===== config.mk =====
export PLATFORM = sky130hd
export DESIGN_NAME = osc_pad_ctrl
export DESIGN_NICKNAME = d
export VERILOG_FILES = /design/src/rtl/osc_ctrl_pkg.sv /design/src/rtl/osc_edge_counter.sv /design/src/rtl/osc_pad_ctrl.sv
export SDC_FILE = /design/constraint.sdc
export NUM_CORES = 1
export LEC_CHECK = 0
export ABC_AREA = 1
export CAP_MARGIN = 10
export CORE_AREA = 4 4 78 80
export CTS_BUF_LIST = sky130_fd_sc_hd__clkbuf_4 sky130_fd_sc_hd__clkbuf_8 sky130_fd_sc_hd__clkbuf_16
export DETAILED_ROUTE_END_ITERATION = 6
export DIE_AREA = 0 0 82 84
export DONT_BUFFER_PORTS = 1
export PLACE_DENSITY = 0.61
export SYNTH_ARGS = -nofsm -noshare
export SYNTH_HDL_FRONTEND = slang
export SYNTH_SLANG_ARGS = --single-unit

===== constraint.sdc =====
create_clock -name clk_i -period 3.7 [get_ports clk_i]
set_clock_uncertainty 0.1 [all_clocks]
set_input_delay 0.37 -clock clk_i [delete_from_list [all_inputs] [get_ports clk_i]]
set_output_delay 0.37 -clock clk_i [all_outputs]
set_load 0.005 [all_outputs]

===== src/rtl/osc_ctrl_pkg.sv =====
// Shared definitions for the crystal-oscillator pad sequencer: state encoding
// and default timing constants.
package osc_ctrl_pkg;

  typedef enum logic [2:0] {
    OSC_OFF     = 3'd0,
    OSC_STARTUP = 3'd1,
    OSC_CHECK   = 3'd2,
    OSC_RUN     = 3'd3,
    OSC_RETRY   = 3'd4,
    OSC_FAULT   = 3'd5
  } osc_state_e;

  localparam int OSC_STARTUP_CYC = 4096;
  localparam int OSC_WIN_CYC     = 256;
  localparam int OSC_CNT_MIN     = 16;
  localparam int OSC_CNT_MAX     = 64;
  localparam int OSC_PD_CYC      = 64;
  localparam int OSC_MAX_RETRY   = 3;

  function automatic int max3(input int a, input int b, input int c);
    int m;
    m = (a > b) ? a : b;
    return (m > c) ? m : c;
  endfunction

endpackage


===== src/rtl/osc_edge_counter.sv =====
// Synchronises the pad XO output, detects rising edges and counts them in a
// saturating window counter that the sequencer clears between windows.
module osc_edge_counter #(
  parameter int CW = 9
) (
  input  logic          clk_i,
  input  logic          rst_i,
  input  logic          clr_i,
  input  logic          xo_i,
  output logic [CW-1:0] cnt_o
);

  logic          xo_p0, xo_p1, xo_p2;
  logic          edge_p2;
  logic [CW-1:0] cnt_p3;

  function automatic logic [CW-1:0] sat_inc(input logic [CW-1:0] v, input logic inc);
    if (inc && (v != {CW{1'b1}})) return v + CW'(1);
    return v;
  endfunction

  always_ff @(posedge clk_i) begin
    if (rst_i) begin
      xo_p0  <= 1'b0;
      xo_p1  <= 1'b0;
      xo_p2  <= 1'b0;
      cnt_p3 <= '0;
    end else begin
      // p0/p1: two-flop synchroniser; p2: previous sample for edge detect
      xo_p0  <= xo_i;
      xo_p1  <= xo_p0;
      xo_p2  <= xo_p1;
      // p3: window count
      cnt_p3 <= cnt_o;
    end
  end

  assign edge_p2 = xo_p1 & ~xo_p2;

  // Count-to-be includes an edge seen this cycle so a window end sees it.
  always_comb begin
    cnt_o = clr_i ? '0 : sat_inc(cnt_p3, edge_p2);
  end

endmodule


===== src/rtl/osc_pad_ctrl.sv =====
// Start-up and supervision sequencer for the crystal-oscillator pad: powers
// the pad, waits for start-up, qualifies the XO frequency and retries/faults.
module osc_pad_ctrl import osc_ctrl_pkg::*; #(
  parameter  int STARTUP_CYC = OSC_STARTUP_CYC,
  parameter  int WIN_CYC     = OSC_WIN_CYC,
  parameter  int CNT_MIN     = OSC_CNT_MIN,
  parameter  int CNT_MAX     = OSC_CNT_MAX,
  parameter  int PD_CYC      = OSC_PD_CYC,
  parameter  int MAX_RETRY   = OSC_MAX_RETRY,
  localparam int CW          = $clog2(WIN_CYC + 1)
) (
  input  logic          clk_i,
  input  logic          rst_i,
  input  logic          en_i,
  input  logic          xo_i,
  output logic          pad_pd_o,
  output logic          clk_ok_o,
  output logic          busy_o,
  output logic          fault_o,
  output logic          lost_o,
  output logic [CW-1:0] last_cnt_o,
  output logic [2:0]    state_o
);

  localparam int TW = $clog2(max3(STARTUP_CYC, WIN_CYC, PD_CYC) + 1);
  localparam int RW = $clog2(MAX_RETRY + 1);

  osc_state_e    state_q, state_d;
  logic [TW-1:0] tmr_q, tmr_d;
  logic [RW-1:0] retry_q, retry_d;
  logic [CW-1:0] last_cnt_q, last_cnt_d;
  logic          lost_q, lost_d;
  logic [CW-1:0] cnt;
  logic          cnt_clr, win_end, cnt_pass;

  // The first cycle of every window (timer 0) clears the counter, so each
  // window accumulates exactly WIN_CYC cycles of edges.
  assign cnt_clr  = !((state_q == OSC_CHECK) || (state_q == OSC_RUN)) || (tmr_q == '0);
  assign win_end  = (tmr_q == TW'(WIN_CYC));
  assign cnt_pass = (cnt >= CW'(CNT_MIN)) && (cnt <= CW'(CNT_MAX));

  osc_edge_counter #(.CW(CW)) u_edge_counter (
    .clk_i (clk_i),
    .rst_i (rst_i),
    .clr_i (cnt_clr),
    .xo_i  (xo_i),
    .cnt_o (cnt)
  );

  always_comb begin
    state_d    = state_q;
    tmr_d      = tmr_q + TW'(1);
    retry_d    = retry_q;
    last_cnt_d = last_cnt_q;
    lost_d     = 1'b0;
    if (!en_i) begin
      // Dropping the request wins over any window end or timer expiry.
      state_d = OSC_OFF;
      tmr_d   = '0;
      retry_d = '0;
    end else begin
      case (state_q)
        OSC_OFF: begin
          state_d = OSC_STARTUP;
          tmr_d   = '0;
        end
        OSC_STARTUP: begin
          if (tmr_q == TW'(STARTUP_CYC - 1)) begin
            state_d = OSC_CHECK;
            tmr_d   = '0;
          end
        end
        OSC_CHECK, OSC_RUN: begin
          if (win_end) begin
            last_cnt_d = cnt;
            tmr_d      = '0;
            if (cnt_pass) begin
              state_d = OSC_RUN;
              retry_d = '0;
            end else begin
              state_d = OSC_RETRY;
              lost_d  = (state_q == OSC_RUN);
            end
          end
        end
        OSC_RETRY: begin
          if (tmr_q == TW'(PD_CYC - 1)) begin
            tmr_d   = '0;
            retry_d = retry_q + RW'(1);
            state_d = (retry_q + RW'(1) == RW'(MAX_RETRY)) ? OSC_FAULT : OSC_STARTUP;
          end
        end
        OSC_FAULT: tmr_d = '0;
        default: begin
          state_d = OSC_OFF;
          tmr_d   = '0;
        end
      endcase
    end
  end

  always_ff @(posedge clk_i) begin
    if (rst_i) begin
      state_q    <= OSC_OFF;
      tmr_q      <= '0;
      retry_q    <= '0;
      last_cnt_q <= '0;
      lost_q     <= 1'b0;
    end else begin
      state_q    <= state_d;
      tmr_q      <= tmr_d;
      retry_q    <= retry_d;
      last_cnt_q <= last_cnt_d;
      lost_q     <= lost_d;
    end
  end

  assign pad_pd_o   = (state_q == OSC_OFF) || (state_q == OSC_RETRY) || (state_q == OSC_FAULT);
  assign clk_ok_o   = (state_q == OSC_RUN);
  assign busy_o     = (state_q == OSC_STARTUP) || (state_q == OSC_CHECK) || (state_q == OSC_RETRY);
  assign fault_o    = (state_q == OSC_FAULT);
  assign lost_o     = lost_q;
  assign last_cnt_o = last_cnt_q;
  assign state_o    = state_q;

endmodule


==> impl_metrics.env, run 1 <==
export IMPL_fin_nets=307
export IMPL_synth_area_mm2=0.002051
export IMPL_cp_arrival_ns=2.59
export IMPL_synth_edf_count=0
export IMPL_crit_fanout=6
export IMPL_seq_area_frac_synth_pct=39.05
export IMPL_yosys_top_cells_count="nand2_1, inv_1, nor2_1, dfxtp_1, nand3_1"
export IMPL_finalMaxSlewViolations=0
export IMPL_status="finished clean"
export IMPL_grt_pass1_wl_mm=7.182
export IMPL_cts_max_level=2
export IMPL_synthArstFlopShare_pct=0
export IMPL_p_total_uw=829.2
export IMPL_r2r_start="u_edge_counter.cnt_p3[1]"
export IMPL_worstMarginPinSlew_ns=0.9082
export IMPL_ys_seq_elements=40
export IMPL_synth_area_leader_cell="dfxtp_1"
export IMPL_synth_area_leaders="dfxtp_1, nand2_1, inv_1, nor2_1, nand3_1"
export IMPL_grt_pass1_vias=1647
export IMPL_hold_buffers=0
export IMPL_initial_core_util_pct=37.94
export IMPL_synthToLayoutAreaGrowth_pct=9.152
export IMPL_clkSinkCount=40
export IMPL_core_area_mm2=0.005405
export IMPL_hold_viol_final=0
export IMPL_drv_cap=0
export IMPL_post_cts_buffers=0
export IMPL_grt_usage_pct=13.13
export IMPL_synth_top_cell_area_share_pct=39.05
export IMPL_io_pins=21
export IMPL_netlist_instances=294
export IMPL_slowest_stage="dfxtp_1"
export IMPL_r2r_setup_slack_ns=1.20
export IMPL_cts_root_buf="clkbuf_8"
export IMPL_cp_top_family="simple AND/OR/NAND/NOR gates"
export IMPL_r2r_end="retry_q[0]"
export IMPL_die_x_um=82
export IMPL_setup_tns_ns=0
export IMPL_synth_most_common_cell="nand2_1"
export IMPL_cp_num_buf_inv=4
export IMPL_finalWirelength_mm=4.038
export IMPL_crit_start="u_edge_counter.cnt_p3[1]"
export IMPL_drtAntennaViolNets=0
export IMPL_post_dp_hpwl_mm=3.110
export IMPL_path_cells="ha_1 -> nand3_1 -> nor4_1 -> ha_1 -> inv_1 -> nand2_1 -> nor2_2 -> or2_2 -> nand3_2 -> nand2_1 -> inv_1 -> nand2_1 -> inv_2 -> nand2_4 -> nand2_2 -> nand2_2 -> o21ai_1 -> inv_1"
export IMPL_setup_viol=0
export IMPL_die_y_um=84
export IMPL_maxSlewHeadroom_pct=39.13
export IMPL_synth_warnings=0
export IMPL_fin_crit_ns=2.501
export IMPL_grt_ovfl_total=0
export IMPL_vias_per_cell=4.647
export IMPL_clkTransAtPathRegs_ns=0.08
export IMPL_num_antenna_cells=0
export IMPL_fp_row_count=27
export IMPL_vias=1724
export IMPL_dr_pass1_iters=4
export IMPL_hold_class="input port to register"
export IMPL_synth_fp_nets=303
export IMPL_port_buffers=0
export IMPL_routedWlPerCell_um=10.88
export IMPL_start_kind="register"
export IMPL_worst_setup_path_type="register to register"
export IMPL_ys_flop_type="dfxtp_1"
export IMPL_leakage_uw=0.0009771
export IMPL_cts_buffer_depth=2
export IMPL_numCtsBuffers=5
export IMPL_ctsResizeCount=0
export IMPL_fmax_ghz=0.3998
export IMPL_endpoint="retry_q[0]"
export IMPL_drc=0
export IMPL_path_depth=18
export IMPL_antenna_found_initial=0
export IMPL_slowest_delay_ns=0.38
export IMPL_postSynthAreaPerCell_um2=6.975
export IMPL_r2r_cells=18
export IMPL_rsz0062_at_grt="no"
export IMPL_critical_path_required_ns=3.79
export IMPL_place_area_mm2=0.002127
export IMPL_clk_latency_ns=0.29
export IMPL_synth_cell_types=31
export IMPL_first_iter_violations=97
export IMPL_power_density_mw_per_mm2=370.4
export IMPL_grt_max_degree=19
export IMPL_post_route_period_util_pct=67.60
export IMPL_drive_above_1_share_pct=14.72
export IMPL_cts_tree="yes"
export IMPL_dieArea_mm2=0.006888
export IMPL_postLayoutCellArea_mm2=0.002238
export IMPL_irDropWorstVdd_mv=0.2365
export IMPL_end_kind="register"
export IMPL_gp_congestion=0.8003
==> cells by family after synthesis <==
group / synth area share, %
simple gates: 34.84
buf+inv: 11.04
flops: 39.05
compound gates: 9.031
xor+xnor: 2.990
fa+ha+maj: 3.051
==> area by class of cell <==
type	instances	area, um^2
well taps	72	90.09
inverters	56	212.7
fillers	555	3167
clock inverters	2	35.03
flip-flops and latches	40	800.8
multi-input cells	195	1023
clock buffers	6	76.32
==> layer usage <==
| metal | GRT usage, % | wire length (um) | vias to the layer above |
|---|---|---|---|
| met5 | 0 | 0 | - |
| met4 | 4.230 | 50 | 0 |
| met3 | 4.104 | 211 | 5 |
| met2 | 22.12 | 1966 | 27 |
| met1 | 15.51 | 1810 | 773 |
| li1 | - | - | 919 |
==> state kept, by name (all words and copies together), names as in the netlist <==
register / count
state_o: 3
u_edge_counter.xo_p1: 1
u_edge_counter.cnt_p3: 9
u_edge_counter.xo_p0: 1
tmr_q: 13
retry_q: 2
u_edge_counter.xo_p2: 1
last_cnt_o: 9
lost_o: 1
==> layout by cell type (no fill, tap or decap), drive strengths merged, types with 2 or more instances in the layout <==
master	count
o211ai	3
nor2	48
clkbuf	6
ha	5
o21ai	13
nor3	10
inv	56
a21oi	15
dfxtp	40
nand3	20
xor2	5
xnor2	2
or2	3
nand4	4
nand2	66
==> worst min-delay path by stage <==
stage | from | to | slack (ns) | cells past startpoint
2_1_floorplan | u_edge_counter.xo_p0 | u_edge_counter.xo_p1 | 0.29 | 2
3_3_place_gp | u_edge_counter.xo_p0 | u_edge_counter.xo_p1 | 0.29 | 2
3_5_place_dp | u_edge_counter.xo_p0 | u_edge_counter.xo_p1 | 0.29 | 2
4_1_cts | rst_i | u_edge_counter.xo_p2 | 0.02 | 1
5_1_grt | rst_i | u_edge_counter.cnt_p3[8] | 0.02 | 1
6_report | rst_i | u_edge_counter.xo_p2 | 0.03 | 1
==> power by group <==
part	internal, uW	switching [uW]
sequential	433	3.79
clock	208	151
combinational	10.5	23.1
total	652	178
==> per-stage QoR <==
step / instances / utilization (%) / setup slack, ns / hold WS (ns)
final: 371 / 41.41 / 1.199 / 0.03356
after global routing: 371 / 41.41 / 0.8531 / 0.01737
after CTS: 371 / 41.41 / 1.162 / 0.02133
after detailed placement: 363 / 39.35 / 1.188 / 0.2944
after global placement: 363 / 39.35 / 1.313 / 0.2935
after floorplan: 294 / - / 1.473 / 0.2883
Note: power is estimated with default switching activity, not from simulation.
==> run 2: changes to the inputs <==
Clock period 3.7 ns to 2.35 ns, I/O delays scaled along.
==> impl_metrics.env, run 2 (synthesized netlist as in run 1, its figures left out) <==
export IMPL_place_inst=376
export IMPL_leakage_uw=0.001105
export IMPL_fmax_ghz=0.4569
export IMPL_grt_max_degree=19
export IMPL_irDropWorstVdd_mv=0.2547
export IMPL_fin_crit_ns=2.188
export IMPL_worstMarginPinSlew_ns=0.4698
export IMPL_grt_usage_pct=14.02
export IMPL_grt_ovfl_total=0
export IMPL_min_path_cells=3
export IMPL_cts_max_level=2
export IMPL_fin_util_pct=46.67
export IMPL_min_to="lost_o"
export IMPL_synthToLayoutAreaGrowth_pct=23.00
export IMPL_num_antenna_cells=0
export IMPL_crit_fanout=7
export IMPL_drtAntennaViolNets=0
export IMPL_cp_arrival_ns=2.28
export IMPL_drive_above_1_share_pct=25.62
export IMPL_largest_reg_flops=13
export IMPL_die_x_um=82
export IMPL_post_route_period_util_pct=93.13
export IMPL_dr_pass1_iters=4
export IMPL_start_kind="register"
export IMPL_vias_per_cell=4.541
export IMPL_rsz0062_at_grt="yes"
export IMPL_end_kind="register"
export IMPL_worst_setup_path_type="register to register"
export IMPL_vias=1780
export IMPL_grt_pass1_vias=1741
export IMPL_layout_commonest_cell="nand2_1"
export IMPL_finalMaxSlewViolations=0
export IMPL_fp_row_count=27
export IMPL_first_iter_violations=74
export IMPL_cts_buffer_depth=2
export IMPL_core_area_mm2=0.005405
export IMPL_cts_tree="yes"
export IMPL_initial_core_util_pct=37.94
export IMPL_cts_root_buf="clkbuf_8"
export IMPL_min_from="rst_i"
export IMPL_setup_viol=0
export IMPL_p_total_uw=1361
export IMPL_fin_cells=392
export IMPL_grt_pass1_wl_mm=7.576
export IMPL_largest_register="tmr_q"
export IMPL_dieArea_mm2=0.006888
export IMPL_routedWlPerCell_um=10.88
export IMPL_clkTransAtPathRegs_ns=0.08
export IMPL_antenna_found_initial=0
export IMPL_clk_latency_ns=0.29
export IMPL_io_pins=21
export IMPL_final_cell_mix="nand2_1, inv_1, nor2_1, dfxtp_1, buf_4"
export IMPL_r2r_cells=18
export IMPL_maxSlewHeadroom_pct=68.58
export IMPL_power_density_mw_per_mm2=539.5
export IMPL_numCtsBuffers=5
export IMPL_gp_congestion=0.8191
export IMPL_status="finished clean"
export IMPL_r2r_start="u_edge_counter.cnt_p3[0]"
export IMPL_drv_cap=0
export IMPL_finalWirelength_mm=4.265
export IMPL_hold_viol_final=0
export IMPL_critical_path_required_ns=2.44
export IMPL_fin_nets=328
export IMPL_r2r_end="retry_q[0]"
export IMPL_drc=0
export IMPL_clkSinkCount=40
export IMPL_die_y_um=84
export IMPL_port_buffers=0
export IMPL_post_dp_hpwl_mm=3.161
export IMPL_r2r_setup_slack_ns=0.16
export IMPL_hold_class="input port to register"
run 2: worst max-delay path: stages (launching register included):
cell	delay (ns)
dfxtp_2	0.34
ha_4	0.17
nand3_4	0.09
nor4_4	0.04
ha_2	0.17
inv_2	0.07
nand3_4	0.13
nor2_4	0.19
nand2_1	0.06
nand2_1	0.07
nand3_2	0.13
nand3_2	0.10
nand2_2	0.05
inv_2	0.07
nand2_4	0.06
nand2_2	0.06
nand2_2	0.05
o21ai_2	0.10
inv_1	0.04
run 2: routing by layer:
| layer | up-vias | wire, um | track usage (%) |
|---|---|---|---|
| met3 | 8 | 169 | 4.212 |
| met1 | 788 | 1904 | 16.69 |
| met2 | 18 | 2101 | 23.37 |
| met4 | 0 | 89 | 4.985 |
| met5 | - | 0 | 0 |
| li1 | 966 | - | - |
run 2: worst max path at each step:
| stage | from | end | slack (ns) | cells past startpoint |
|---|---|---|---|---|
| floorplan | u_edge_counter.cnt_p3[0] | retry_q[0] | 0.12 | 18 |
| global placement | u_edge_counter.cnt_p3[0] | retry_q[0] | 0.04 | 18 |
| detailed placement | u_edge_counter.cnt_p3[1] | retry_q[0] | 0.01 | 18 |
| CTS | u_edge_counter.cnt_p3[1] | retry_q[0] | 0.02 | 19 |
| global route | u_edge_counter.cnt_p3[0] | retry_q[0] | -0.05 | 18 |
| finish | u_edge_counter.cnt_p3[0] | retry_q[0] | 0.16 | 18 |
run 2: power breakdown:
part | switching, uW | internal (uW)
clock | 232 | 375
combinational | 43.3 | 21.7
sequential | 6.30 | 682
total | 282 | 1080
run 2: final cells by class:
type	instances	area, um^2
Clock buffer	7	96.34
Clock inverter	1	30.03
Fill cell	554	2883
Inverter	56	212.7
Multi-Input combinational cell	195	1127
Sequential cell	40	803.3
Tap cell	72	90.09
Timing Repair Buffer	21	162.7
run 2: repair_timing:
action / 4_1_cts / 5_1_grt
hold buffers: 2 / 0
gates cloned: 0 / 0
endpoints found under the hold margin: 12 / 0
buffers inserted: 4 / 2
resized for setup: 13 / 15
pin swaps: 4 / 9
setup endpoints to repair: 1 / 6
run 2: per-stage QoR:
step           setup TNS, ns  hold slack (ns)  setup slack (ns)  cell area (um^2)
6_report                   0          0.06958            0.1615              2522
5_1_grt             -0.07878          0.07194          -0.04594              2522
4_1_cts                    0          0.05898           0.02047              2450
3_5_place_dp               0           0.2097           0.01266              2225
3_3_place_gp               0           0.2084           0.03729              2225
2_1_floorplan              0           0.2062            0.1229              2051
==> run 3: changes to the inputs <==
Settings changed: ABC_AREA 1 to default, CORE_AREA 4 4 78 80 to 4 4 77 79, DIE_AREA 0 0 82 84 to 0 0 81 83, PLACE_DENSITY 0.61 to 0.57.
==> impl_metrics.env, run 3 <==
export IMPL_r2r_end="retry_q[0]"
export IMPL_post_route_period_util_pct=112.2
export IMPL_hold_class="input port to register"
export IMPL_synth_warnings=0
export IMPL_status="complete, but fails checks"
export IMPL_hold_viol_final=0
export IMPL_vias=1663
export IMPL_cts_root_buf="clkbuf_8"
export IMPL_leakage_uw=0.001007
export IMPL_synth_area_leaders="dfxtp_1, nor2_1, mux2i_1, xor2_1, nor2b_1"
export IMPL_cts_buffer_depth=2
export IMPL_grt_pass1_wl_mm=7.659
export IMPL_clk_latency_ns=0.29
export IMPL_fin_nets=273
export IMPL_r2r_cells=10
export IMPL_netlist_instances=224
export IMPL_synth_top_cell_area_share_pct=39.83
export IMPL_setup_ws_ns=-0.2864
export IMPL_min_path_cells=2
export IMPL_clkSinkCount=40
export IMPL_yosys_top_cells_count="dfxtp_1, nor2_1, nand2_1, nor2b_1, xor2_1"
export IMPL_synth_area_mm2=0.002011
export IMPL_post_dp_hpwl_mm=3.234
export IMPL_numCtsBuffers=5
export IMPL_worstMarginPinSlew_ns=0.5206
export IMPL_grt_usage_pct=14.25
export IMPL_synth_area_leader_cell="dfxtp_1"
export IMPL_grt_max_degree=13
export IMPL_port_buffers=0
export IMPL_ys_flop_type="dfxtp_1"
export IMPL_violations="negative setup slack"
export IMPL_power_density_mw_per_mm2=503.9
export IMPL_ys_seq_elements=40
export IMPL_fin_cells=337
export IMPL_die_x_um=81
export IMPL_crit_fanout=3
export IMPL_irDropWorstVdd_mv=0.3206
export IMPL_largest_register="tmr_q"
export IMPL_io_pins=21
export IMPL_postLayoutCellArea_mm2=0.002633
export IMPL_cp_arrival_ns=2.72
export IMPL_fmax_ghz=0.3793
export IMPL_cts_max_level=2
export IMPL_path_cells="ha_4 -> nand2_2 -> nor3_2 -> ha_2 -> or3b_4 -> or4_4 -> o2bb2ai_4 -> o31ai_4 -> a21oi_1 -> or3_1"
export IMPL_core_area_mm2=0.005338
export IMPL_synth_cell_types=47
export IMPL_min_from="rst_i"
export IMPL_layout_commonest_cell="buf_4"
export IMPL_finalMaxSlewViolations=0
export IMPL_synth_most_common_cell="dfxtp_1"
export IMPL_r2r_setup_slack_ns=-0.29
export IMPL_drive_above_1_share_pct=30.94
export IMPL_cts_tree="yes"
export IMPL_dr_pass1_iters=4
export IMPL_place_area_mm2=0.002331
export IMPL_rsz0062_at_grt="yes"
export IMPL_synth_fp_nets=233
export IMPL_maxSlewHeadroom_pct=65.18
export IMPL_final_cell_mix="buf_4, dfxtp_1, nor2_1, nand2_1, nor2b_1"
export IMPL_drc=0
export IMPL_fp_row_count=27
export IMPL_gp_congestion=0.7562
export IMPL_end_kind="register"
export IMPL_cp_top_family="simple AND/OR/NAND/NOR gates"
export IMPL_slowest_delay_ns=0.45
export IMPL_largest_reg_flops=13
export IMPL_synthToLayoutAreaGrowth_pct=30.93
export IMPL_die_y_um=83
export IMPL_worst_setup_path_type="register to register"
export IMPL_drtAntennaViolNets=0
export IMPL_grt_pass1_vias=1628
export IMPL_postSynthAreaPerCell_um2=8.976
export IMPL_initial_core_util_pct=37.67
export IMPL_vias_per_cell=4.935
export IMPL_synthArstFlopShare_pct=0
export IMPL_fin_crit_ns=2.636
export IMPL_seq_area_frac_synth_pct=39.83
export IMPL_routedWlPerCell_um=13.36
export IMPL_first_iter_violations=55
export IMPL_cp_num_buf_inv=0
export IMPL_setup_viol=6
export IMPL_critical_path_required_ns=2.43
export IMPL_min_to="tmr_q[1]"
export IMPL_r2r_start="u_edge_counter.cnt_p3[1]"
export IMPL_grt_ovfl_total=0
export IMPL_dieArea_mm2=0.006723
export IMPL_drv_cap=0
export IMPL_num_antenna_cells=0
export IMPL_antenna_found_initial=0
export IMPL_synth_edf_count=0
export IMPL_slowest_stage="or4_4"
export IMPL_path_depth=10
export IMPL_finalWirelength_mm=4.503
export IMPL_start_kind="register"
export IMPL_clkTransAtPathRegs_ns=0.08
export IMPL_place_inst=320
[run 3: cell families (layout without fill, tap and decap cells)]
logic type               Yosys count  in the layout  share of synthesized area (%)
buffers and inverters             16             57                          3.983
adder cells (fa/ha/maj)            5              5                          3.111
AND/OR/NAND/NOR                  106            106                          28.69
multiplexers                       9              9                          4.481
XOR/XNOR                          19             19                          8.276
flip-flops                        40             40                          39.83
AO/OA/AOI/OAI                     29             29                          11.64
[run 3: worst max-delay path by stage]
stage | start | to | slack [ns]
floorplan | u_edge_counter.cnt_p3[1] | retry_q[0] | -0.36
global placement | u_edge_counter.cnt_p3[1] | retry_q[0] | -0.26
detailed placement | u_edge_counter.cnt_p3[1] | retry_q[0] | -0.26
CTS | u_edge_counter.cnt_p3[1] | retry_q[0] | -0.22
global route | u_edge_counter.cnt_p3[1] | retry_q[0] | -0.40
finish | u_edge_counter.cnt_p3[1] | retry_q[0] | -0.29
[run 3: repair_timing]
item / 4_1_cts / 5_1_grt
setup endpoints to repair: 18 / 25
gates resized for setup: 7 / 19
hold buffers: 2 / 0
buffers inserted: 1 / 6
pin swaps: 5 / 6
endpoints found under the hold margin: 12 / 0
[run 3: per-stage QoR]
stage	util, %	setup TNS, ns	hold WS, ns	worst slack, ns	total power [uW]
final	49.32	-1.254	0.1338	-0.2864	1326
after global routing	49.32	-2.164	0.1321	-0.3979	1381
after global placement	43.67	-1.168	0.2103	-0.2579	767.9
after floorplan	-	-1.516	0.2066	-0.3569	753.9
after CTS	46.95	-0.7972	0.1237	-0.2227	1339
after detailed placement	43.67	-1.174	0.2110	-0.2586	767.7
[run 3: layer usage]
| layer | GRT usage (%) | wire length, um |
|---|---|---|
| met5 | 0 | 0 |
| met1 | 18.29 | 1993 |
| met3 | 3.037 | 139 |
| met2 | 23.30 | 2294 |
| met4 | 4.916 | 75 |
[run 3: final cells by class]
type	instances	area, um^2
clock buffer	6	76.32
clock inverter	2	35.03
fill	550	2705
inverter	7	26.28
multi-input combinational	168	1267
sequential	40	805.8
tap	72	90.09
timing repair buffer	42	331.6
[run 3: where the power goes]
part / switching [uW] / internal, uW
combinational: 41.0 / 32.3
sequential: 7.05 / 683
clock: 236 / 327
total: 284 / 1040
